--- src/rtl/pipe_ctrl_pkg.sv ---
// Shared types and constants for the pipeline stall/flush sequencer
// and the hazard comparators.
package pipe_ctrl_pkg;

    typedef enum logic {
        RUN      = 1'b0,
        LU_STALL = 1'b1
    } state_t;

    localparam int                    REG_ADDR_W = 4;
    localparam logic [REG_ADDR_W-1:0] REG_ZERO   = 4'd0;
    localparam int                    CNT_W_DEF  = 16;

endpackage

--- src/rtl/hazard_detect.sv ---
// Load-use hazard comparator: flags an ID instruction that reads the
// destination of a load currently in EX. Register 0 never hazards.
module hazard_detect
    import pipe_ctrl_pkg::*;
(
    input  logic [REG_ADDR_W-1:0] id_rs,
    input  logic [REG_ADDR_W-1:0] id_rt,
    input  logic                  id_uses_rt,
    input  logic                  ex_memread,
    input  logic                  ex_regwrite,
    input  logic [REG_ADDR_W-1:0] ex_dest,
    output logic                  lu_hit
);

    logic rs_match;
    logic rt_match;

    assign rs_match = (ex_dest == id_rs);
    assign rt_match = id_uses_rt & (ex_dest == id_rt);
    assign lu_hit   = ex_memread & ex_regwrite & (ex_dest != REG_ZERO) & (rs_match | rt_match);

endmodule

--- src/rtl/pipe_hazard_ctrl.sv ---
// Central stall/flush sequencer for the 5-stage pipeline: memory freeze,
// taken-branch squash, load-use stall and saturating statistics.
module pipe_hazard_ctrl
    import pipe_ctrl_pkg::*;
#(
    parameter int LOAD_STALL = 1,
    parameter int CNT_W      = CNT_W_DEF
) (
    input  logic                  clk,
    input  logic                  rst_n,
    input  logic [REG_ADDR_W-1:0] id_rs,
    input  logic [REG_ADDR_W-1:0] id_rt,
    input  logic                  id_uses_rt,
    input  logic                  ex_memread,
    input  logic                  ex_regwrite,
    input  logic [REG_ADDR_W-1:0] ex_dest,
    input  logic                  mem_access,
    input  logic                  dmem_ready,
    input  logic                  branch_taken,
    output logic                  pc_en,
    output logic                  ifid_en,
    output logic                  ifid_flush,
    output logic                  idex_en,
    output logic                  idex_bubble,
    output logic                  exmem_en,
    output logic                  exmem_bubble,
    output logic [CNT_W-1:0]      stall_cycles,
    output logic [CNT_W-1:0]      flush_count,
    output logic                  state_o
);

    localparam logic [1:0] LU_INIT = 2'(LOAD_STALL - 1);

    state_t     state;
    logic [1:0] lu_cnt;
    logic       lu_hit;
    logic       mem_stall;
    logic       lu_stall;

    function automatic logic [CNT_W-1:0] sat_inc(input logic [CNT_W-1:0] v);
        return (&v) ? v : v + {{(CNT_W-1){1'b0}}, 1'b1};
    endfunction

    hazard_detect u_hazard_detect (
        .id_rs       (id_rs),
        .id_rt       (id_rt),
        .id_uses_rt  (id_uses_rt),
        .ex_memread  (ex_memread),
        .ex_regwrite (ex_regwrite),
        .ex_dest     (ex_dest),
        .lu_hit      (lu_hit)
    );

    assign mem_stall = mem_access & ~dmem_ready;
    // LU_STALL keeps stalling without re-checking: EX already holds a bubble.
    assign lu_stall  = (state == LU_STALL) | lu_hit;
    assign state_o   = (state == LU_STALL);

    always_comb begin
        pc_en        = 1'b1;
        ifid_en      = 1'b1;
        ifid_flush   = 1'b0;
        idex_en      = 1'b1;
        idex_bubble  = 1'b0;
        exmem_en     = 1'b1;
        exmem_bubble = 1'b0;
        if (!rst_n) begin
            pc_en    = 1'b0;
            ifid_en  = 1'b0;
            idex_en  = 1'b0;
            exmem_en = 1'b0;
        end else if (mem_stall) begin
            pc_en    = 1'b0;
            ifid_en  = 1'b0;
            idex_en  = 1'b0;
            exmem_en = 1'b0;
        end else if (branch_taken) begin
            ifid_flush   = 1'b1;
            idex_bubble  = 1'b1;
            exmem_bubble = 1'b1;
        end else if (lu_stall) begin
            pc_en       = 1'b0;
            ifid_en     = 1'b0;
            idex_bubble = 1'b1;
        end
    end

    always_ff @(posedge clk or negedge rst_n) begin
        if (!rst_n) begin
            state        <= RUN;
            lu_cnt       <= 2'd0;
            stall_cycles <= '0;
            flush_count  <= '0;
        end else if (mem_stall) begin
            stall_cycles <= sat_inc(stall_cycles);
        end else if (branch_taken) begin
            state       <= RUN;
            lu_cnt      <= 2'd0;
            flush_count <= sat_inc(flush_count);
        end else if (state == LU_STALL) begin
            stall_cycles <= sat_inc(stall_cycles);
            if (lu_cnt == 2'd1) begin
                state  <= RUN;
                lu_cnt <= 2'd0;
            end else begin
                lu_cnt <= lu_cnt - 2'd1;
            end
        end else if (lu_hit) begin
            stall_cycles <= sat_inc(stall_cycles);
            if (LOAD_STALL > 1) begin
                state  <= LU_STALL;
                lu_cnt <= LU_INIT;
            end
        end
    end

endmodule
--- config.mk ---
export PLATFORM = sky130hd
export DESIGN_NAME = pipe_hazard_ctrl
export DESIGN_NICKNAME = d
export VERILOG_FILES = /design/src/rtl/pipe_ctrl_pkg.sv /design/src/rtl/hazard_detect.sv /design/src/rtl/pipe_hazard_ctrl.sv
export SDC_FILE = /design/constraint.sdc
export NUM_CORES = 1
export LEC_CHECK = 0
export BUFFER_PORTS_ARGS = -buffer_cell sky130_fd_sc_hd__buf_2
export CORE_AREA = 2 2 67 69
export CTS_BUF_LIST = sky130_fd_sc_hd__clkbuf_4
export CTS_CLUSTER_DIAMETER = 150
export CTS_CLUSTER_SIZE = 16
export DETAILED_ROUTE_END_ITERATION = 16
export DIE_AREA = 0 0 69 71
export GPL_TIMING_DRIVEN = 0
export PLACE_DENSITY = 0.77
export SYNTH_ARGS = -nofsm -noshare
export SYNTH_HDL_FRONTEND = slang
export SYNTH_HIERARCHICAL = 1
export SYNTH_SLANG_ARGS = --single-unit
--- constraint.sdc ---
create_clock -name clk -period 2.09 [get_ports clk]
set_input_delay 0.5225 -clock clk [delete_from_list [all_inputs] [get_ports clk]]
set_output_delay 0.5225 -clock clk [all_outputs]
set_load 0.05 [all_outputs]
# Word level (Yosys, flattened, before mapping)
# Index checks and enable logic that the tools add are counted.
# op_classes
addsub	3
eq_ne	4
mux	24
bitwise_logic	10
n_reduce_logical	8
# ops
op	n
$mux W16	5
$add A16 B1 Y16 const B	2
$reduce_and A16 Y1	2
$mux W1	16
$eq A4 B4 Y1	2
$mux W2	3
$and A1 B1 Y1	5
$reduce_and A2 Y1	2
$reduce_bool A4 Y1	1
$not A1 Y1	3
$reduce_and A3 Y1	1
$reduce_bool A3 Y1	1
$eq A2 B1 Y1 const B	1
$ne A2 B1 Y1 const B	1
$or A1 B1 Y1	2
$reduce_bool A2 Y1	1
$sub A2 B1 Y2 const B	1
# totals
reg_bits	35
input_bits	20
out_inout_bits	40
wordCells	53

# Depth between registers and ports, before layout
# Gate-level depths: netlist (run 1).
# logic_depth
ltp_word	9
depth_mapped	8
ltp_nobuf	7

# By module
# The synthesis (run 1) kept the hierarchy.
# by_module_without_submodules
module	n_inst	cells_each	area_per_inst_um2	seq_area_each_um2
pipe_hazard_ctrl	1	166	1839.3	875.8
hazard_detect	1	15	111.4	0.0

# Worst setup path after synthesis (run 1)
# Ideal clock, no wire load.
# synth_path
path_type	input to output
start	input port ex_dest[3]
end	output port pc_en
t_arrival_ns	2.228
required_time_ns	1.567
setup_slack_ns	-0.660
path_stages	6
path_buffers	1
path_cell_list	or4_1 -> nand4_1 -> o22ai_1 -> o21bai_4 -> and3_1 -> buf_4
# synth_via
elab_chain_len	9
word_cells_on_any_way	12
cone_classes	eq/ne (2); mux (4); bitwise (5); reduce/logical (1)
# synth_rtl
element	line_no	text
start: declaration	pipe_hazard_ctrl.sv:16	input logic [REG_ADDR_W-1:0] ex_dest,
$eq A4 B4 Y1	hazard_detect.sv:19	assign rt_match = id_uses_rt & (ex_dest == id_rt);
$and A1 B1 Y1	hazard_detect.sv:19	
$or A1 B1 Y1	hazard_detect.sv:20	assign lu_hit = ex_memread & ex_regwrite & (ex_dest != REG_ZERO) & (rs_match | rt_match);
$and A1 B1 Y1 *	hazard_detect.sv:20	
via lu_hit	pipe_hazard_ctrl.sv:36	logic lu_hit;
$or A1 B1 Y1 *	pipe_hazard_ctrl.sv:56	assign lu_stall = (state == LU_STALL) | lu_hit;
$mux W1 * (4 in a row)	-	
end: declaration	pipe_hazard_ctrl.sv:20	output logic pc_en,
# The timed path passes the listed nets; every way through them passes the cells marked *.

# Final worst setup path (run 1)
# layout_path
start	input port ex_dest[1]
end	output port pc_en
# layout_via
elab_chain_len	9
word_cells_on_any_way	12
cone_classes	eq/ne (2); mux (4); bitwise (5); reduce/logical (1)
# layout_rtl
element	line_no	text
$eq A4 B4 Y1	hazard_detect.sv:19	
$and A1 B1 Y1	hazard_detect.sv:19	
$or A1 B1 Y1	hazard_detect.sv:20	
$and A1 B1 Y1 *	hazard_detect.sv:20	
via lu_hit	pipe_hazard_ctrl.sv:36	
$or A1 B1 Y1 *	pipe_hazard_ctrl.sv:56	
$mux W1 *	pipe_hazard_ctrl.sv:81	end else if (lu_stall) begin
$mux W1 *	pipe_hazard_ctrl.sv:77	end else if (branch_taken) begin
$mux W1 *	pipe_hazard_ctrl.sv:72	end else if (mem_stall) begin
$mux W1 *	pipe_hazard_ctrl.sv:67	if (!rst_n) begin
# Marked as above.

==> out/qor.yml, run 1 <==
run_status:
  outcome: "finished, violations left"
  violations: "setup timing"
cts:
  htree_levels: 2
  cts-root-buf: "clkbuf_4"
  cts_buffer_depth: 2
  cts_tree: "done"
  ctsHoldBuffers: 0
  cts.sinks: 35
  path_clk_slew_ns: 0.11
  numCtsBuffers: 5
  clk_latency_ns: 0.33
finish:
  fill_cells: 377
  syn_to_final_growth_pct: 27.07
  drive_gt1_share_pct: 36.95
  fin_nets: 271
  final_area_um2: 2479
  fin_util_pct: 58.96
  diodes: 0
grt:
  grt_usage_pct: 17.81
  grt_pass1_vias: 1562
  gr-total-overflow: 0
  grt_max_degree: 39
  grt_first_pass_wirelength_um: 7113
  grt_antenna_before_repair: 0
floorplan:
  die_x_um: 69
  core_um2: 4204
  initial_utilization_pct: 46.40
  num_rows: 24
  ios: 60
  die-area_um2: 4899
  die_h_um: 71
timing:
  setup_tns_ns: -0.9105
  rsz0062_at_grt: "yes"
  finalCriticalPeriod_ns: 2.431
  fin_worst_skew_ns: 0.007866
  fin_ws_ns: -0.3410
  hold_viol_final: 0
  finalCritPeriodShare_pct: 116.3
  relSlewSlack_pct: 60.00
  final-max-slew-violation-count: 0
  fmax_mhz: 411.4
  worst_pin_slew_ns: 0.5956
  finalSetupViolCount: 4
power_and_ir_drop:
  p_sw_mw: 1.212
  internal-power_mw: 1.262
  p_comb_share_pct: 43.7
  clkPwrFrac_pct: 14.4
  finalPower_mw: 2.474
  power_density_nw_per_um2: 998.2
  swShare_pct: 48.98
  pwr-share-seq_pct: 42.0
  power_leakage_nw: 1.208
  ir_drop_uv: 842.6
detailed_routing:
  drt_wl_total_um: 4182
  vias: 1633
  wl_per_cell_um: 13.89
  antenna_left: 0
  drt-initial-drc-count: 61
  drc: 0
  drtPass1Iterations: 4
  vias_per_cell: 5.425
synthesis:
  netlist_area_um2: 1951
  synth-seq-area-share_pct: 44.90
  syn_area_per_cell_um2: 10.78
  synth_edf_count: 0
  yosys_most_used_dff: "dfrtp_1"
  synth_fp_nets: 204
  synth.area.top_cells: "dfrtp_1 45%, xor2_1 9.4%, xnor2_1 7.6%, nand4_1 4.8%, nand3_1 3.1%"
  netlist-cell-type-count: 37
  yosysWarnings: 6
  synth_top_cell_by_area: "dfrtp_1"
  postSynthCellCount: 181
  synthDominantCellAreaShare_pct: 44.90
  ys_ff_latch: 35
  ys_async_sr_fraction_pct: 100.0
placed_design:
  postPlaceCellArea_um2: 2335
  hpwl_um: 2937
  place.gp.congestion: 0.7821
  io_buffers: 58
  pre_cts_ws_ns: -0.5905
run:
  maxCapViolations: 0
worst_setup_path:
  worstSetupPathType: "input pin to output port"
  critPathMaxFanout: 2
  critPathRequiredTime_ns: 1.57
  endpoint_kind: "output port"
  worstSetupStartpointType: "input pin"
  cp.arrival_ns: 1.91
hold_path:
  holdCritPathClass: "input pin to async pin"
-- layer usage --
layer | track usage (%) | share of wire [%] | wire, um | vias to the layer above
met3 | 4.558 | 5.6 | 236 | 6
met2 | 29.70 | 50 | 2105 | 47
met4 | 6.318 | 1.5 | 61 | 0
met1 | 22.58 | 43 | 1779 | 787
li1 | - | - | - | 793
met5 | 0 | 0 | 0 | -
-- logic make-up (layout without fill, tap and decap cells) --
logic type / Yosys count / count (layout) / synth area share [%]
buffers and inverters: 10 / 78 / 2.758
DFF: 35 / 35 / 44.90
adders and majority gates: 3 / 3 / 1.925
AOI/OAI and AO/OA: 8 / 8 / 4.362
xor gates and xnor gates: 38 / 38 / 17.06
muxes: 2 / 2 / 1.347
and+or+nand+nor: 85 / 85 / 27.65
-- repair_timing --
action                     in CTS  in global routing
gates resized for setup        18                  4
pin swaps                       3                  4
setup endpoints to repair       7                 12
buffers inserted                2                  0
-- synth_stat cells (all sizes together), types with 2 or more instances --
cell,instances
and4,3
o22ai,2
and2,4
nand4b,2
nand3,12
o21ai,2
nor4,6
nor3b,3
xnor2,17
and3,6
inv,3
nand2,12
nor3,9
nor4b,3
nor2,5
buf,7
mux2,2
ha,3
dfrtp,35
nand4,16
xor2,21
-- state kept, by name, indices dropped and copies added, names as in the netlist --
| name | flops |
|---|---|
| flush_count | 16 |
| lu_cnt | 2 |
| stall_cycles | 16 |
| state_o | 1 |
-- metrics by stage --
step	hold WS [ns]	cells
global route	0.06280	301
floorplan	0.2269	181
finish	0.06497	301
global placement	0.4537	291
CTS	0.06759	301
detailed placement	0.4596	291
-- power groups by stage --
| stage | registers (mW) | logic, mW | clock network [mW] |
|---|---|---|---|
| after detailed placement | 1.05 | 1.06 | 0 |
| after floorplan | 1.53 | 0.306 | 0 |
| after CTS | 1.04 | 1.08 | 0.370 |
| after global placement | 1.05 | 1.04 | 0 |
| final | 1.04 | 1.08 | 0.355 |
| after global routing | 1.08 | 1.15 | 0.401 |
-- worst paths after layout --
| kind | startpoint | end | slack (ns) | cells past startpoint |
|---|---|---|---|---|
| max | ex_dest[1] | pc_en | -0.34 | 8 |
| min in group clk | lu_cnt[1] | lu_cnt[1] | 0.48 | 2 |
| max reg2reg | stall_cycles[0] | stall_cycles[1] | 0.11 | 5 |
| min | rst_n | flush_count[7] | 0.06 | 1 |
| max in group asynchronous | rst_n | flush_count[4] | 1.77 | 1 |
| min reg2reg | lu_cnt[1] | lu_cnt[1] | 0.48 | 2 |
-- worst max-delay path, cell delays in order --
cell and delay (ns):
buf_8 0.10, or4_4 0.54, nand4_1 0.11, o22ai_2 0.10, o21bai_4 0.13, and3_4 0.20
buf_8 0.09, buf_8 0.13
-- layout make-up --
| class | instances | area (um^2) | share of cell area (%) |
|---|---|---|---|
| Clock buffer | 6 | 45.04 | 1.817 |
| Inverter | 3 | 11.26 | 0.4543 |
| Clock inverter | 2 | 7.507 | 0.3029 |
| Sequential cell | 35 | 875.8 | 35.34 |
| Multi-Input combinational cell | 136 | 1064 | 42.91 |
| Timing Repair Buffer | 60 | 351.6 | 14.18 |
| Tap cell | 52 | 65.06 | 2.625 |
| Buffer | 7 | 58.81 | 2.373 |
-- cells in the final DEF, fill, tap and decap left out, drive strengths merged --
master,n
buf,67
dfrtp,35
xor2,21
xnor2,17
nand4,16
nand3,12
nand2,12
nor3,9
clkbuf,6
and3,6
nor4,6
nor2,5
and2,4
inv,3
and4,3
nor3b,3
ha,3
nor4b,3
o21ai,2
nand4b,2
clkinv,2
mux2,2
o22ai,2
nand2b,1
o21bai,1
o31a,1
a2111oi,1
or3,1
o21a,1
or2,1
or4,1
(Power assumes the default switching activity.)
==> inputs of run 2 (changes only) <==
MAX_ROUTING_LAYER = met4   (was not set)
==> run 2 against run 1 <==
Net effect: clock power rose by 1%; non-clock buffer count unchanged; clock skew is 0.0012 ns lower; the flow still finishes with violations (setup timing); global-route usage up 0.52 points; power is 0.24% higher; highest routed layer unchanged; core utilization stayed put; cell count unchanged; count of clock-buffer cells in the layout unchanged; worst setup slack about the same; sequential power about the same; die area unchanged; design area unchanged.
==> out/qor.yml, run 2 (synthesized netlist as in run 1, its figures left out) <==
cts:
  cts.sinks: 35  # unchanged
  cts_tree: "done"
  clk_latency_ns: 0.33  # about the same
  numCtsBuffers: 5  # unchanged
  ctsHoldBuffers: 0  # unchanged
  cts_buffer_depth: 2  # unchanged
  cts-root-buf: "clkbuf_4"
  path_clk_slew_ns: 0.11  # about the same
  htree_levels: 2  # unchanged
floorplan:
  initial_utilization_pct: 46.40  # unchanged
  core_um2: 4204  # unchanged
  num_rows: 24  # unchanged
  die_x_um: 69  # unchanged
  die_h_um: 71  # unchanged
  die-area_um2: 4899  # unchanged
  ios: 60  # unchanged
power_and_ir_drop:
  swShare_pct: 49.11  # +0.13 points
  power_density_nw_per_um2: 1001  # +0.24%
  p_sw_mw: 1.218  # +0.50%
  pwr-share-seq_pct: 41.9  # about the same
  ir_drop_uv: 842.6  # unchanged
  clkPwrFrac_pct: 14.5  # about the same
  internal-power_mw: 1.262  # about the same
  p_comb_share_pct: 43.6  # about the same
  power_leakage_nw: 1.208  # unchanged
timing:
  relSlewSlack_pct: 59.30  # -0.69 points
  rsz0062_at_grt: "yes"
  worst_pin_slew_ns: 0.6059  # +0.01030 ns
  fin_hold_ws_ns: 0.06211  # -0.002858 ns
  finalCriticalPeriod_ns: 2.431  # -0.0003420 ns
  final-max-slew-violation-count: 0  # unchanged
  hold_viol_final: 0  # unchanged
  fin_ws_ns: -0.3406  # +0.0003420 ns
  fmax_mhz: 411.4  # about the same
  fin_worst_skew_ns: 0.006618  # -0.001248 ns
  finalSetupViolCount: 3  # -1
  finalCritPeriodShare_pct: 116.3  # about the same
placed_design:
  pre_cts_ws_ns: -0.5905  # unchanged
  place.gp.congestion: 0.7928  # +1.4%
  postPlaceCellArea_um2: 2335  # unchanged
  hpwl_um: 2937  # unchanged
  io_buffers: 58  # unchanged
finish:
  drive_gt1_share_pct: 36.95  # unchanged
  multi_input_area_um2: 1064  # unchanged
  fin_nets: 271  # unchanged
  diodes: 0  # unchanged
  fin_util_pct: 58.96  # unchanged
  fill_cells: 377  # unchanged
  reg_top3: "flush_count: 16 flops, stall_cycles: 16 flops, lu_cnt: 2 flops"
  regArea_um2: 875.8  # unchanged
  final_area_um2: 2479  # unchanged
  syn_to_final_growth_pct: 27.07  # unchanged
  final_cell_mix: "52 x buf_2, 35 x dfrtp_1, 21 x xor2_1, 16 x xnor2_1, 15 x nand4_1"
  layout_commonest_cell: "buf_2"
detailed_routing:
  drt-initial-drc-count: 60  # -1.6%
  drt_wl_total_um: 4190  # +0.19%
  vias_per_cell: 5.419  # -0.12%
  drtPass1Iterations: 4  # unchanged
  vias: 1631  # -0.12%
  drc: 0  # unchanged
  antenna_left: 0  # unchanged
  wl_per_cell_um: 13.92  # +0.19%
worst_setup_path:
  critPathMaxFanout: 2  # unchanged
  endpoint_kind: "output port"
  critPathRequiredTime_ns: 1.57  # about the same
  worstSetupStartpointType: "input pin"
  worstSetupPathType: "input pin to output port"
  cp.arrival_ns: 1.91  # about the same
grt:
  grt_antenna_before_repair: 0  # unchanged
  gr-total-overflow: 0  # unchanged
  grt_pass1_vias: 1565  # +0.19%
  grt_first_pass_wirelength_um: 7113  # unchanged
  grt_max_degree: 39  # unchanged
  grt_usage_pct: 18.33  # +0.52 points
run:
  maxCapViolations: 0  # unchanged
run_status:
  outcome: "finished, violations left"
  violations: "setup timing"
hold_path:
  holdCritPathClass: "input pin to async pin"
==> run 2: cell counts in the layout (fill, tap and decap cells not counted) <==
Identical to the previous run, type by type.
==> run 2: worst paths after layout <==
check,slack [ns],cells past startpoint,from,endpoint
max,-0.34,8,ex_dest[1],pc_en
min,0.06,1,rst_n,flush_count[7]
max reg2reg,0.10,5,stall_cycles[0],stall_cycles[1]
min reg2reg,0.48,2,lu_cnt[1],lu_cnt[1]
max in group asynchronous,1.77,1,rst_n,stall_cycles[11]
min in group clk,0.48,2,lu_cnt[1],lu_cnt[1]
==> run 2: cell type report <==
| type | instances | share of cell area, % |
|---|---|---|
| clock buffer | 6 | 1.817 |
| tap | 52 | 2.625 |
| buffer | 7 | 2.373 |
| sequential | 35 | 35.34 |
| clock inverter | 2 | 0.3029 |
| inverter | 3 | 0.4543 |
| multi-input combinational | 136 | 42.91 |
| timing repair buffer | 60 | 14.18 |
==> run 2: timing repair <==
item | 4_1_cts | 5_1_grt
buffers inserted | 2 | 0
setup endpoints to repair | 7 | 12
pin swaps | 3 | 4
resized for setup | 18 | 4
gates cloned | 0 | 0
==> run 2: power groups by stage <==
| stage | Clock, mW | Sequential (mW) | Combinational (mW) |
|---|---|---|---|
| 2_1_floorplan | 0 | 1.53 | 0.306 |
| 3_5_place_dp | 0 | 1.05 | 1.06 |
| 5_1_grt | 0.399 | 1.08 | 1.15 |
| 4_1_cts | 0.370 | 1.04 | 1.08 |
| 6_report | 0.360 | 1.04 | 1.08 |
| 3_3_place_gp | 0 | 1.05 | 1.04 |
==> run 2: per-layer routing <==
metal  track usage (%)  wire (um)  vias to the layer above
li1                  -          -                      794
met1             22.58       1801                      781
met2             29.81       2096                       50
met3             4.274        231                        6
met4             6.318         61                        0
met5                 -          0                        -
==> run 2: critical path, cell delays in order <==
cell	delay (ns)
buf_8	0.10
or4_4	0.54
nand4_1	0.11
o22ai_2	0.10
o21bai_4	0.13
and3_4	0.20
buf_8	0.09
buf_8	0.13
==> run 2: metrics by stage <==
step	TNS [ns]	power, mW	cells
CTS	-0.9400	2.492	301
floorplan	-0.6625	1.837	181
detailed placement	-4.690	2.110	291
global placement	-4.169	2.093	291
finish	-0.9094	2.480	301
global route	-1.144	2.627	301
